`config.mk`:
```
export PLATFORM = sky130hd
export DESIGN_NAME = gpio_irq_seq_flat
export DESIGN_NICKNAME = d
export VERILOG_FILES = /design/src/rtl/gpio_seq_pkg.sv /design/src/rtl/gpio_irq_seq_if.sv /design/src/rtl/axi_lite_mst_1tx.sv /design/src/rtl/gpio_irq_seq.sv /design/src/flat_wrapper.sv
export SDC_FILE = /design/constraint.sdc
export NUM_CORES = 1
export LEC_CHECK = 0
export ABC_CLOCK_PERIOD_IN_PS = 1760
export CORE_UTILIZATION = 34
export DETAILED_ROUTE_END_ITERATION = 10
export PLACE_DENSITY = 0.89
export REMOVE_ABC_BUFFERS = 1
export SLEW_MARGIN = 20
export SYNTH_ARGS = -nofsm -noshare
export SYNTH_HDL_FRONTEND = slang
export SYNTH_SLANG_ARGS = --single-unit
export TNS_END_PERCENT = 20
```
`constraint.sdc`:
```
create_clock -name ACLK -period 1.76 [get_ports ACLK]
set_clock_uncertainty 0.1 [all_clocks]
set_input_delay 0.352 -clock ACLK [delete_from_list [all_inputs] [get_ports ACLK]]
set_output_delay 0.352 -clock ACLK [all_outputs]
set_load 0.005 [all_outputs]
```
`src/rtl/gpio_seq_pkg.sv`:
```
// rtl/gpio_seq_pkg.sv - register map, response codes and FSM states for the GPIO IRQ sequencer
package gpio_seq_pkg;

    localparam logic [31:0] REG_LED     = 32'h0000_0000;
    localparam logic [31:0] REG_IRQ_STS = 32'h0000_0008;
    localparam logic [31:0] REG_IRQ_ENS = 32'h0000_000C;
    localparam logic [31:0] REG_IRQ_ENC = 32'h0000_0010;
    localparam logic [31:0] REG_DEB     = 32'h0000_0020;

    localparam logic [1:0]  RESP_OKAY   = 2'b00;
    localparam int          STS_W       = 13;

    typedef enum logic [2:0] {
        INIT_DEB,
        INIT_EN,
        IDLE,
        RD_STS,
        WR_CLR,
        WR_LED
    } seq_state_t;

endpackage

```
`src/rtl/gpio_irq_seq_if.sv`:
```
// rtl/gpio_irq_seq_if.sv - AXI4-Lite bundle between the sequencer and the GPIO slave
interface gpio_irq_seq_if;

    logic        M_AWVALID;
    logic        M_AWREADY;
    logic [31:0] M_AWADDR;
    logic [2:0]  M_AWPROT;
    logic        M_WVALID;
    logic        M_WREADY;
    logic [31:0] M_WDATA;
    logic [3:0]  M_WSTRB;
    logic        M_BVALID;
    logic        M_BREADY;
    logic [1:0]  M_BRESP;
    logic        M_ARVALID;
    logic        M_ARREADY;
    logic [31:0] M_ARADDR;
    logic [2:0]  M_ARPROT;
    logic        M_RVALID;
    logic        M_RREADY;
    logic [31:0] M_RDATA;
    logic [1:0]  M_RRESP;

    modport master (
        output M_AWVALID, M_AWADDR, M_AWPROT, M_WVALID, M_WDATA, M_WSTRB,
        output M_BREADY, M_ARVALID, M_ARADDR, M_ARPROT, M_RREADY,
        input  M_AWREADY, M_WREADY, M_BVALID, M_BRESP, M_ARREADY,
        input  M_RVALID, M_RDATA, M_RRESP
    );

    modport slave (
        input  M_AWVALID, M_AWADDR, M_AWPROT, M_WVALID, M_WDATA, M_WSTRB,
        input  M_BREADY, M_ARVALID, M_ARADDR, M_ARPROT, M_RREADY,
        output M_AWREADY, M_WREADY, M_BVALID, M_BRESP, M_ARREADY,
        output M_RVALID, M_RDATA, M_RRESP
    );

endinterface

```
`src/rtl/axi_lite_mst_1tx.sv`:
```
// rtl/axi_lite_mst_1tx.sv - single-outstanding AXI4-Lite master; done pulses on the B or R handshake
module axi_lite_mst_1tx
    import gpio_seq_pkg::*;
(
    input  logic           clk,
    input  logic           rst_n,
    input  logic           req,
    input  logic           we,
    input  logic [31:0]    addr,
    input  logic [31:0]    wdata,
    output logic           done,
    output logic [31:0]    rdata,
    output logic [1:0]     resp,
    gpio_irq_seq_if.master m
);

    logic        aw_valid_q, aw_valid_d;
    logic        w_valid_q, w_valid_d;
    logic        aw_ok_q, aw_ok_d;
    logic        w_ok_q, w_ok_d;
    logic        b_ready_q, b_ready_d;
    logic        ar_valid_q, ar_valid_d;
    logic        r_ready_q, r_ready_d;
    logic [31:0] addr_q, addr_d;
    logic [31:0] wdata_q, wdata_d;
    logic        busy, aw_hs, w_hs, b_hs, ar_hs, r_hs;

    assign aw_hs = aw_valid_q & m.M_AWREADY;
    assign w_hs  = w_valid_q & m.M_WREADY;
    assign b_hs  = b_ready_q & m.M_BVALID;
    assign ar_hs = ar_valid_q & m.M_ARREADY;
    assign r_hs  = r_ready_q & m.M_RVALID;
    assign busy  = aw_valid_q | w_valid_q | b_ready_q | ar_valid_q | r_ready_q;

    assign done  = b_hs | r_hs;
    assign rdata = m.M_RDATA;
    assign resp  = r_ready_q ? m.M_RRESP : m.M_BRESP;

    always_ff @(posedge clk or negedge rst_n) begin
        if (!rst_n) begin
            aw_valid_q <= 1'b0;
            w_valid_q  <= 1'b0;
            aw_ok_q    <= 1'b0;
            w_ok_q     <= 1'b0;
            b_ready_q  <= 1'b0;
            ar_valid_q <= 1'b0;
            r_ready_q  <= 1'b0;
            addr_q     <= '0;
            wdata_q    <= '0;
        end else begin
            aw_valid_q <= aw_valid_d;
            w_valid_q  <= w_valid_d;
            aw_ok_q    <= aw_ok_d;
            w_ok_q     <= w_ok_d;
            b_ready_q  <= b_ready_d;
            ar_valid_q <= ar_valid_d;
            r_ready_q  <= r_ready_d;
            addr_q     <= addr_d;
            wdata_q    <= wdata_d;
        end
    end

    always_comb begin
        aw_valid_d = aw_valid_q;
        w_valid_d  = w_valid_q;
        aw_ok_d    = aw_ok_q;
        w_ok_d     = w_ok_q;
        b_ready_d  = b_ready_q;
        ar_valid_d = ar_valid_q;
        r_ready_d  = r_ready_q;
        addr_d     = addr_q;
        wdata_d    = wdata_q;
        if (req && !busy) begin
            addr_d = addr;
            if (we) begin
                aw_valid_d = 1'b1;
                w_valid_d  = 1'b1;
                wdata_d    = wdata;
            end else begin
                ar_valid_d = 1'b1;
            end
        end
        if (aw_hs) begin
            aw_valid_d = 1'b0;
            aw_ok_d    = 1'b1;
        end
        if (w_hs) begin
            w_valid_d = 1'b0;
            w_ok_d    = 1'b1;
        end
        // AW and W may complete in either order; BREADY follows whichever lands last
        if ((aw_ok_q || aw_hs) && (w_ok_q || w_hs) && (aw_hs || w_hs)) begin
            b_ready_d = 1'b1;
            aw_ok_d   = 1'b0;
            w_ok_d    = 1'b0;
        end
        if (b_hs) b_ready_d = 1'b0;
        if (ar_hs) begin
            ar_valid_d = 1'b0;
            r_ready_d  = 1'b1;
        end
        if (r_hs) r_ready_d = 1'b0;
    end

    assign m.M_AWVALID = aw_valid_q;
    assign m.M_AWADDR  = addr_q;
    assign m.M_AWPROT  = 3'b000;
    assign m.M_WVALID  = w_valid_q;
    assign m.M_WDATA   = wdata_q;
    assign m.M_WSTRB   = 4'b1111;
    assign m.M_BREADY  = b_ready_q;
    assign m.M_ARVALID = ar_valid_q;
    assign m.M_ARADDR  = addr_q;
    assign m.M_ARPROT  = 3'b000;
    assign m.M_RREADY  = r_ready_q;

endmodule

```
`src/rtl/gpio_irq_seq.sv`:
```
// rtl/gpio_irq_seq.sv - initialises a GPIO block, then services its interrupt: read, W1C, LED mirror
module gpio_irq_seq
    import gpio_seq_pkg::*;
#(
    parameter logic [31:0] DEB_CFG    = 32'h0000_0001,
    parameter logic [31:0] IRQ_MASK   = 32'h0000_1FFF,
    parameter int          LED_MIRROR = 1
) (
    input  logic             ACLK,
    input  logic             ARESETn,
    gpio_irq_seq_if.master   m_axi,
    input  logic             irq,
    output logic             init_done,
    output logic             evt_valid,
    output logic [STS_W-1:0] evt_status,
    output logic [7:0]       err_cnt
);

    seq_state_t       state_q, state_d;
    logic             armed_q, armed_d;
    logic             init_done_q, init_done_d;
    logic             evt_valid_q, evt_valid_d;
    logic [STS_W-1:0] evt_status_q, evt_status_d;
    logic [7:0]       err_cnt_q, err_cnt_d;

    logic             req, we, done;
    logic [31:0]      addr, wdata, rdata;
    logic [1:0]       resp;
    logic             sts_hit;
    logic             unused_rdata_hi;

    assign sts_hit         = |rdata[STS_W-1:0];
    assign unused_rdata_hi = ^rdata[31:STS_W];

    axi_lite_mst_1tx u_mst (
        .clk   (ACLK),
        .rst_n (ARESETn),
        .req   (req),
        .we    (we),
        .addr  (addr),
        .wdata (wdata),
        .done  (done),
        .rdata (rdata),
        .resp  (resp),
        .m     (m_axi)
    );

    always_ff @(posedge ACLK or negedge ARESETn) begin
        if (!ARESETn) begin
            state_q      <= INIT_DEB;
            armed_q      <= 1'b0;
            init_done_q  <= 1'b0;
            evt_valid_q  <= 1'b0;
            evt_status_q <= '0;
            err_cnt_q    <= '0;
        end else begin
            state_q      <= state_d;
            armed_q      <= armed_d;
            init_done_q  <= init_done_d;
            evt_valid_q  <= evt_valid_d;
            evt_status_q <= evt_status_d;
            err_cnt_q    <= err_cnt_d;
        end
    end

    always_comb begin
        state_d = state_q;
        case (state_q)
            INIT_DEB: if (done) state_d = INIT_EN;
            INIT_EN:  if (done) state_d = IDLE;
            IDLE:     if (irq) state_d = RD_STS;
            RD_STS:   if (done) state_d = sts_hit ? WR_CLR : IDLE;
            WR_CLR:   if (done) state_d = (LED_MIRROR != 0) ? WR_LED : IDLE;
            WR_LED:   if (done) state_d = IDLE;
            default:  state_d = INIT_DEB;
        endcase
    end

    // armed_q holds off the first request so no VALID rises in the cycle after reset release
    always_comb begin
        req   = 1'b0;
        we    = 1'b0;
        addr  = '0;
        wdata = '0;
        case (state_q)
            INIT_DEB: begin
                req   = armed_q;
                we    = 1'b1;
                addr  = REG_DEB;
                wdata = DEB_CFG;
            end
            INIT_EN: begin
                req   = 1'b1;
                we    = 1'b1;
                addr  = REG_IRQ_ENS;
                wdata = IRQ_MASK;
            end
            RD_STS: begin
                req  = 1'b1;
                addr = REG_IRQ_STS;
            end
            WR_CLR: begin
                req   = 1'b1;
                we    = 1'b1;
                addr  = REG_IRQ_STS;
                wdata = {19'b0, evt_status_q};
            end
            WR_LED: begin
                req   = 1'b1;
                we    = 1'b1;
                addr  = REG_LED;
                wdata = {24'b0, evt_status_q[7:0]};
            end
            default: ;
        endcase

        armed_d      = 1'b1;
        init_done_d  = init_done_q | ((state_q == INIT_EN) & done);
        evt_valid_d  = (state_q == RD_STS) & done & sts_hit;
        evt_status_d = evt_valid_d ? rdata[STS_W-1:0] : evt_status_q;
        err_cnt_d    = err_cnt_q;
        if (done && resp != RESP_OKAY && err_cnt_q != 8'hFF) err_cnt_d = err_cnt_q + 8'd1;
    end

    assign init_done  = init_done_q;
    assign evt_valid  = evt_valid_q;
    assign evt_status = evt_status_q;
    assign err_cnt    = err_cnt_q;

endmodule

```
`src/flat_wrapper.sv`:
```
// flat-port wrapper written by rule: the top's interface ports become plain ports
module gpio_irq_seq_flat import gpio_seq_pkg::*;
#(
    parameter logic [31:0] DEB_CFG    = 32'h0000_0001,
    parameter logic [31:0] IRQ_MASK   = 32'h0000_1FFF,
    parameter int          LED_MIRROR = 1
)
  (ACLK, ARESETn, irq, init_done, evt_valid, evt_status, err_cnt, m_axi_M_AWVALID, m_axi_M_AWADDR, m_axi_M_AWPROT, m_axi_M_WVALID, m_axi_M_WDATA, m_axi_M_WSTRB, m_axi_M_BREADY, m_axi_M_ARVALID, m_axi_M_ARADDR, m_axi_M_ARPROT, m_axi_M_RREADY, m_axi_M_AWREADY, m_axi_M_WREADY, m_axi_M_BVALID, m_axi_M_BRESP, m_axi_M_ARREADY, m_axi_M_RVALID, m_axi_M_RDATA, m_axi_M_RRESP);
  gpio_irq_seq_if m_axi_i ();
  input  logic ACLK;
  input  logic ARESETn;
  input  logic irq;
  output logic init_done;
  output logic evt_valid;
  output logic [STS_W-1:0] evt_status;
  output logic [7:0] err_cnt;
  output wire logic [$bits(m_axi_i.M_AWVALID)-1:0] m_axi_M_AWVALID;
  output wire logic [$bits(m_axi_i.M_AWADDR)-1:0] m_axi_M_AWADDR;
  output wire logic [$bits(m_axi_i.M_AWPROT)-1:0] m_axi_M_AWPROT;
  output wire logic [$bits(m_axi_i.M_WVALID)-1:0] m_axi_M_WVALID;
  output wire logic [$bits(m_axi_i.M_WDATA)-1:0] m_axi_M_WDATA;
  output wire logic [$bits(m_axi_i.M_WSTRB)-1:0] m_axi_M_WSTRB;
  output wire logic [$bits(m_axi_i.M_BREADY)-1:0] m_axi_M_BREADY;
  output wire logic [$bits(m_axi_i.M_ARVALID)-1:0] m_axi_M_ARVALID;
  output wire logic [$bits(m_axi_i.M_ARADDR)-1:0] m_axi_M_ARADDR;
  output wire logic [$bits(m_axi_i.M_ARPROT)-1:0] m_axi_M_ARPROT;
  output wire logic [$bits(m_axi_i.M_RREADY)-1:0] m_axi_M_RREADY;
  input wire logic [$bits(m_axi_i.M_AWREADY)-1:0] m_axi_M_AWREADY;
  input wire logic [$bits(m_axi_i.M_WREADY)-1:0] m_axi_M_WREADY;
  input wire logic [$bits(m_axi_i.M_BVALID)-1:0] m_axi_M_BVALID;
  input wire logic [$bits(m_axi_i.M_BRESP)-1:0] m_axi_M_BRESP;
  input wire logic [$bits(m_axi_i.M_ARREADY)-1:0] m_axi_M_ARREADY;
  input wire logic [$bits(m_axi_i.M_RVALID)-1:0] m_axi_M_RVALID;
  input wire logic [$bits(m_axi_i.M_RDATA)-1:0] m_axi_M_RDATA;
  input wire logic [$bits(m_axi_i.M_RRESP)-1:0] m_axi_M_RRESP;
  assign m_axi_M_AWVALID = m_axi_i.M_AWVALID;
  assign m_axi_M_AWADDR = m_axi_i.M_AWADDR;
  assign m_axi_M_AWPROT = m_axi_i.M_AWPROT;
  assign m_axi_M_WVALID = m_axi_i.M_WVALID;
  assign m_axi_M_WDATA = m_axi_i.M_WDATA;
  assign m_axi_M_WSTRB = m_axi_i.M_WSTRB;
  assign m_axi_M_BREADY = m_axi_i.M_BREADY;
  assign m_axi_M_ARVALID = m_axi_i.M_ARVALID;
  assign m_axi_M_ARADDR = m_axi_i.M_ARADDR;
  assign m_axi_M_ARPROT = m_axi_i.M_ARPROT;
  assign m_axi_M_RREADY = m_axi_i.M_RREADY;
  assign m_axi_i.M_AWREADY = m_axi_M_AWREADY;
  assign m_axi_i.M_WREADY = m_axi_M_WREADY;
  assign m_axi_i.M_BVALID = m_axi_M_BVALID;
  assign m_axi_i.M_BRESP = m_axi_M_BRESP;
  assign m_axi_i.M_ARREADY = m_axi_M_ARREADY;
  assign m_axi_i.M_RVALID = m_axi_M_RVALID;
  assign m_axi_i.M_RDATA = m_axi_M_RDATA;
  assign m_axi_i.M_RRESP = m_axi_M_RRESP;
  gpio_irq_seq #(.DEB_CFG(DEB_CFG), .IRQ_MASK(IRQ_MASK), .LED_MIRROR(LED_MIRROR)) u_core (.ACLK(ACLK), .ARESETn(ARESETn), .m_axi(m_axi_i), .irq(irq), .init_done(init_done), .evt_valid(evt_valid), .evt_status(evt_status), .err_cnt(err_cnt));
endmodule
```
== Yosys cells after proc, flatten, opt, wreduce, memory -nomap -nowiden ==
Cells that the tools add are included.

* Register bits: 98
* Input bits: 44

* Add/sub/neg operators: 1
* Equal/unequal tests: 12
* Muxes and demuxes: 27
* Bitwise operators: 14
* Reduce and logical (&&, ||, !) cells: 30

{| class="wikitable"
|+ Operators with widths
! kind !! count
|-
| $pmux 13 s4 || 1
|-
| $reduce_bool 2->1 || 10
|-
| $mux 3 || 6
|-
| $pmux 6 s3 || 1
|-
| $mux 1 || 16
|-
| $pmux 3 s5 || 1
|-
| $reduce_or 13->1 || 1
|-
| $ne 2x1->1 const B || 5
|-
| $add 8x1->8 const B || 1
|-
| $and 1x1->1 || 8
|-
| $ne 8x8->1 const B || 1
|-
| $reduce_and 2->1 || 4
|-
| $reduce_or 4->1 || 2
|-
| $eq 3x2->1 const B || 2
|-
| $eq 3x3->1 const B || 2
|-
| $or 1x1->1 || 6
|-
| $logic_and 1x1->1 || 5
|-
| $reduce_and 5->1 || 1
|-
| $reduce_or 2->1 || 2
|-
| $eq 3x1->1 const B || 1
|-
| $logic_not 3->1 || 1
|-
| $logic_or 1x1->1 || 3
|-
| $mux 2 || 1
|-
| $ne 2x2->1 const B || 1
|-
| other kinds (2) || 2
|}

== Longest topological paths before layout ==
Gate-level depths: netlist (run 1).

* Depth in word-level cells: 8
* Depth in mapped cells: 6
* Depth with buffers taken out: 5

== By module ==
From an unflattened synthesis (run 1), not the netlist that was laid out.

* Cells, all modules: 406
* Area, all modules: 4894.7 µm²

{| class="wikitable"
|+ Modules (own cells, without submodules)
! module !! instances !! cells an instance !! area an instance (µm²) !! seq. area each (µm²)
|-
| axi_lite_mst_1tx || 1 || 241 || 3394.5 || 1776.7
|-
| gpio_irq_seq || 1 || 165 || 1500.2 || 675.6
|}

== Worst setup path after synthesis (run 1) ==
Ideal clock, no wire load.

* Path kind: reg-to-reg
* Start point: register u_core.err_cnt_q[0] (netlist: u_core.err_cnt[0])
* End point: register u_core.err_cnt_q[1] (netlist: u_core.err_cnt[1])
* Arrival: 1.499 ns
* Data required time: 1.532 ns
* Setup slack: 0.033 ns
* Cell stages (with the launch flop): 6
* Buffers on the path: 0
* Clock period less this slack: 1.727 ns
* Cell sequence: dfrtp_1 > ha_1 > and3_1 > and3_1 > nor2_4 > mux2_1

* Longest elaborated chain between the ends: 2
* Elaborated cells between the ends (all ways): 3
* Classes of those cells: add/sub (1); eq/ne (1); reduce/logical (1)

{| class="wikitable"
|+ Ends and longest elaborated chain
! element !! line !! source
|-
| from (decl) || gpio_irq_seq.sv:24 || <nowiki>logic [7:0] err_cnt_q, err_cnt_d;</nowiki>
|-
| from (signal assigned) || gpio_irq_seq.sv:62 || <nowiki>err_cnt_q <= err_cnt_d;</nowiki>
|-
| parallel branches: the longest is 2 deep, another holds $add 8x1->8 || -- ||
|}

Parallel ways; which one is timed is not known.
A chain may end at the register's enable or synchronous reset.

== Final worst setup path (run 1) ==
* Start point: register u_core.err_cnt_q[3] (netlist: u_core.err_cnt[3])
* End point: output err_cnt[3]

{| class="wikitable"
|+ RTL lines
! element !! line !! source
|-
| to (decl) || flat_wrapper.sv:16 || <nowiki>output logic [7:0] err_cnt;</nowiki>
|}

No word-level cell between the ends.

==> results of run 1 <==
[worst max path at each step]
stage	startpoint	endpoint	slack [ns]	cells past startpoint
after floorplan	u_core.state_q[2]	u_core.u_mst.m.M_WDATA[0]	0.02	3
after global placement	m_axi_M_RDATA[1]	u_core.evt_status[1]	-0.55	7
after detailed placement	m_axi_M_RDATA[1]	u_core.evt_status[2]	-0.54	7
after CTS	m_axi_M_RDATA[0]	u_core.evt_status[8]	0.0005	8
after global routing	u_core.err_cnt[0]	u_core.err_cnt[1]	-0.01	5
final	u_core.err_cnt[3]	err_cnt[3]	0.03	1
[registers in the layout, indices dropped and copies added (netlist names), 3 cells and up]
register / flops
u_core.u_mst.m.M_ARADDR: 3
u_core.evt_status: 13
u_core.state_q: 3
u_core.u_mst.m.M_WDATA: 13
u_core.err_cnt: 8
[cells by family (layout without fill, tap and decap cells)]
kind of cell | Yosys count | after routing | share of synthesized area
AOI/OAI and AO/OA | 49 | 49 | 0.1000
xor gates and xnor gates | 3 | 3 | 0.009057
adders and majority gates | 1 | 1 | 0.004312
buffers and inverters | 106 | 111 | 0.2587
DFF | 50 | 50 | 0.4312
muxes | 17 | 17 | 0.07589
other | 2 | 88 | 0.002588
and+or+nand+nor | 60 | 60 | 0.1182
[area by class of cell]
type / instances / area [µm²]
tap: 105 / 131.4
sequential: 50 / 1255
clock inverter: 2 / 16.27
timing repair buffer: 96 / 929.6
inverter: 7 / 26.28
fill: 792 / 4574
clock buffer: 6 / 82.58
multi-input combinational: 218 / 1242
[where the power goes]
part           internal (mW)  switching, mW  total (mW)
clock network          0.324          0.402       0.726
registers               1.64          0.421        2.06
logic                   1.65           1.16        2.80
total                   3.60           1.98        5.58
[per-layer routing]
layer,global-route usage,vias up
met5,0,-
met4,0.04487,0
met3,0.03462,14
met2,0.2421,129
met1,0.1602,980
li1,-,964
[stage by stage]
step           cell area [µm²]  worst slack (ns)  std cells
2_1_floorplan             2500           0.01565        275
3_3_place_gp              3525           -0.5548        471
3_5_place_dp              3525           -0.5400        471
4_1_cts                   3665         0.0005445        483
5_1_grt                   3684          -0.01440        484
6_report                  3684           0.03411        484
[what timing repair did]
action,4_1_cts,5_1_grt
hold buffers,1,0
gates resized for setup,19,12
pin swaps,5,5
endpoints found under the hold margin,50,0
setup endpoints to repair,17,9
buffers inserted,3,1
[layout by cell type, fill, tap and decap left out, types with 5 or more instances in the layout]
cell / Yosys / routed
a21oi_1: 32 / 32
buf_4: 90 / 20
clkbuf_8: 0 / 6
clkdlybuf4s50_1: 0 / 54
conb_1: 2 / 88
dfrtp_1: 50 / 47
dlygate4sd2_1: 0 / 9
inv_1: 7 / 7
mux2_2: 6 / 6
mux2_4: 8 / 8
nand2_1: 7 / 7
nor2_1: 19 / 18
nor3_1: 6 / 5
==> impl_metrics.toml, run 1 <==
[setup_path]
path_delay_family = "buffers and inverters"
critPathCaptureType = "primary output"
r2r_end = "u_core.err_cnt[1]"
cp.arrival_ns = 1.27
path_class = "reg -> out"
cp_max_fo = 6
crit_path_cell_trace = "clkdlybuf4s50_1"
cpPeakStageDelay_ns = 0.53
critical_path_required_ns = 1.31
critical-path-slowest-cell = "clkdlybuf4s50_1"
regToRegStartpoint = "u_core.err_cnt[0]"
crit_path_start_kind = "register"
rrSetupSlack_ns = 0.03
worst-r2r-cell-count = 5
crit_buf_inv = 1

[cts]
path_clk_slew_ns = 0.10
clock_latency_ns = 0.30
cts_root_buffer = "clkbuf_8"
cts_sinks = 50
cts_tree = "yes"
cts_buffers = 5
cts_max_path_buffers = 2
h-tree-depth = 2

[run_status]
outcome = "finished, final reports clean"

[die]
start_util = 0.3514
die_width_um = 94.38
ioPinCount = 178
core_area_um2 = 8258
fp.dieH_um = 94.38
rows = 33
die-area_um2 = 8908

[worst_hold_path]
hp-start = "m_axi_M_RDATA[1]"
whs_path_depth = 2
min_delay_worst_endpoint = "u_core.evt_status[1]"
worst_hold_path_type = "in -> reg"

[synthesis]
synth_cell_types = 46
avgSynthCellArea_um2 = 10.07
async_flop_share = 1.000
ys.flop_type = "dfrtp_1"
synth.most_common_cell = "buf_4"
ys_ff_latch = 50
synth_area_leaders = "dfrtp_1 43%, buf_4 23%, a21oi_1 5.5%"
netlist_area_um2 = 2902
synthTopCellsByCount = "90 x buf_4, 50 x dfrtp_1, 32 x a21oi_1, 19 x nor2_1, 8 x mux2_4"
synth_edf_count = 0
yosys.area.top_type_share = 0.4312
synth_warnings = 0
postSynthCellCount = 288
ys_seq_area_frac = 0.4312
synth_top_area_cell = "dfrtp_1"

[grt]
grt_pass1_vias = 1935
antenna_found_initial = 0
grt_first_pass_wirelength_um = 9315
globalRouteTotalUtil = 0.1366
grt-ovfl-total = 0
grt_max_degree = 51

[final_layout]
n_antenna_cell = 0
area_growth_pct = 26.95
drive_gt1_frac = 0.1715
num-nets-final = 423
post-route-util = 0.4461

[detailed_routing]
vias_per_cell = 4.312
drc = 0
ant_nets = 0
met3_length_um = 504
dr_wl_met2_um = 2996
vias = 2087
wl_um = 6107
first_pass_iters = 4
top_layer = "met4"
drt_iter0_markers = 31
drt-wirelength-per-cell_um = 12.62
drt-met1-wl_um = 2495

[power]
p_total_mw = 5.585
vdd_drop_max_uv = 828.6
powerDensity_nw_per_um2 = 1516
p_leak_nw = 1.811

[flow_run]
maxCapViolations = 0

[timing]
slew_violations = 0
final-setup-viol-count = 0
fmax_mhz = 579.4
hold_slack_ns = 0.2183
fin_tns_setup_ns = 0
period_minus_slack_ns = 1.726
rsz0062_at_grt = "yes"
hold_viol = 0
fin_crit_sh = 0.9806

[placed_design]
port_buffers = 71
dpl.hpwl_um = 4513
place_congestion = 0.7768
Power figures use the tool's default switching activity.
==> inputs of run 2 (changes only) <==
--- a/config.mk
+++ b/config.mk
@@ -6,6 +6,7 @@
 export NUM_CORES = 1
 export LEC_CHECK = 0
 export ABC_CLOCK_PERIOD_IN_PS = 1760
+export CORE_MARGIN = 5
 export CORE_UTILIZATION = 34
 export DETAILED_ROUTE_END_ITERATION = 10
 export PLACE_DENSITY = 0.89
==> run 2 against run 1 <==
- clock power grew 15%
- sequential share of layout area shrank 0.16 points
- critical path depth up 3
- total power rose by 1.4%
- largest power group unchanged
- non-clock buffer count fell by 3
- hold slack improved by 0.046 ns
- final area increased by 0.37%
- sequential power about the same
- worst setup slack gained 0.017 ns
- first-iteration DRC count grew to 2.5 times the previous value
- critical path type is now reg -> reg
- largest cell class is now multi-input combinational cells
- via count is 1.2% lower
==> impl_metrics.toml, run 2 (same netlist as run 1, synthesis figures left out) <==
[setup_path]
path_class = "reg -> reg"
path_depth = 4
critPathCaptureType = "register"
cpPeakStageDelay_ns = 0.45
crit_path_start_kind = "register"
cp_max_fo = 5
cp.arrival_ns = 1.79
critical_path_required_ns = 1.84
worst-r2r-cell-count = 4
critical-path-slowest-cell = "dfrtp_2"
crit_path_cell_trace = "nor3b_2 > or3_4 > nor2_4 > mux2_1"
crit_buf_inv = 0
rrSetupSlack_ns = 0.05
path_delay_family = "simple AND/OR/NAND/NOR gates"

[detailed_routing]
drt-wirelength-per-cell_um = 13.74
vias = 2062
drc = 0
wl_um = 6597
vias_per_cell = 4.296
first_pass_iters = 4
drt_iter0_markers = 78
ant_nets = 0

[final_layout]
final_common_cell = "conb_1"
n_antenna_cell = 0
final_area_um2 = 3697
final_cell_mix = "88 x conb_1, 53 x clkdlybuf4s50_1, 48 x dfrtp_1, 32 x a21oi_1, 18 x nor2_1"
drive_gt1_frac = 0.1627
final_cells = 480
filler_cell_count = 774
area_growth_pct = 27.43
num-nets-final = 420

[placed_design]
dp_cells = 470
place_area_um2 = 3505
port_buffers = 71
dpl.hpwl_um = 5092
place_congestion = 0.7374

[grt]
grt_pass1_vias = 2042
grt-ovfl-total = 0
grt_first_pass_wirelength_um = 9791
globalRouteTotalUtil = 0.1192
antenna_found_initial = 0
grt_max_degree = 51

[cts]
cts_buffers = 5
h-tree-depth = 2
cts_max_path_buffers = 2
cts_root_buffer = "clkbuf_8"
clock_latency_ns = 0.30
cts_sinks = 50
path_clk_slew_ns = 0.09
cts_tree = "yes"

[timing]
final-setup-viol-count = 0
fin_crit_sh = 0.9707
period_minus_slack_ns = 1.709
slew_violations = 0
hold_viol = 0
rsz0062_at_grt = "no"
fin_tns_setup_ns = 0
fmax_mhz = 585.3

[run_status]
outcome = "finished, final reports clean"

[power]
combPwrFrac = 0.486
clock_power_share = 0.147
switchingPower_mw = 1.966
switching_share = 0.3470
vdd_drop_max_uv = 814.7
p_leak_nw = 1.850
p_int_mw = 3.699
seqPwrFrac = 0.367
powerDensity_nw_per_um2 = 1532

[die]
fp.dieH_um = 102.4
ioPinCount = 178
start_util = 0.3514
core_area_um2 = 8258
die_width_um = 102.4
die-area_um2 = 10480
rows = 33

[flow_run]
maxCapViolations = 0

[worst_hold_path]
worst_hold_path_type = "in -> reg"
whs_path_depth = 2
## run 2: per-stage QoR
step           power, mW  worst slack (ns)  hold slack (ns)    util
6_report           5.664           0.05149           0.2643  0.4477
5_1_grt            6.107          0.006788           0.2471  0.4477
4_1_cts            5.710          0.005904           0.3068  0.4438
3_5_place_dp       4.831           -0.5864           0.2602  0.4244
3_3_place_gp       4.732           -0.5883           0.2568  0.4244
2_1_floorplan      3.247           0.01565         -0.04359       -
## run 2: cell type report
class / instances / area [µm²] / area share
clock buffer: 6 / 82.58 / 0.02234
timing repair buffer: 93 / 913.4 / 0.2470
inverter: 7 / 26.28 / 0.007107
tap: 105 / 131.4 / 0.03553
sequential: 50 / 1254 / 0.3391
clock inverter: 1 / 30.03 / 0.008122
multi-input combinational: 218 / 1260 / 0.3408
## run 2: worst paths after layout
path	from	end
max in group asynchronous	ARESETn	u_core.u_mst.m.M_RREADY
min reg2reg	u_core.init_done	u_core.init_done
min	m_axi_M_RDATA[10]	u_core.evt_status[10]
max	u_core.u_mst.m.M_RREADY	u_core.err_cnt[1]
max reg2reg	u_core.u_mst.m.M_RREADY	u_core.err_cnt[1]
min in group asynchronous	ARESETn	u_core.u_mst.m.M_WDATA[2]
## run 2: per-layer routing
metal  global-route usage  routed length [µm]  up-vias
li1                     -                   -      964
met1               0.1398                2556      972
met2               0.2089                3211      121
met3              0.04505                 776        5
met4              0.02422                  53        0
met5                    0                   0        -
## run 2: power by group through the flow
stage / clock, mW / combinational [mW] / sequential [mW]
after floorplan: 0 / 1.17 / 2.08
after global placement: 0 / 2.66 / 2.07
after detailed placement: 0 / 2.75 / 2.08
after CTS: 0.852 / 2.78 / 2.08
after global routing: 0.905 / 3.06 / 2.14
final: 0.832 / 2.75 / 2.08
## run 2: worst register-to-register path, stage by stage (launching register included)
cell	delay (ns)
dfrtp_2	0.45
nor3b_2	0.17
or3_4	0.43
nor2_4	0.13
mux2_1	0.32
## run 2: repair_timing
action | CTS | global route
resized for setup | 21 | 13
hold buffers | 1 | 0
pin swaps | 6 | 5
buffers inserted | 2 | 1
endpoints found under the hold margin | 50 | 0
gates cloned | 0 | 0
setup endpoints to repair | 19 | 18
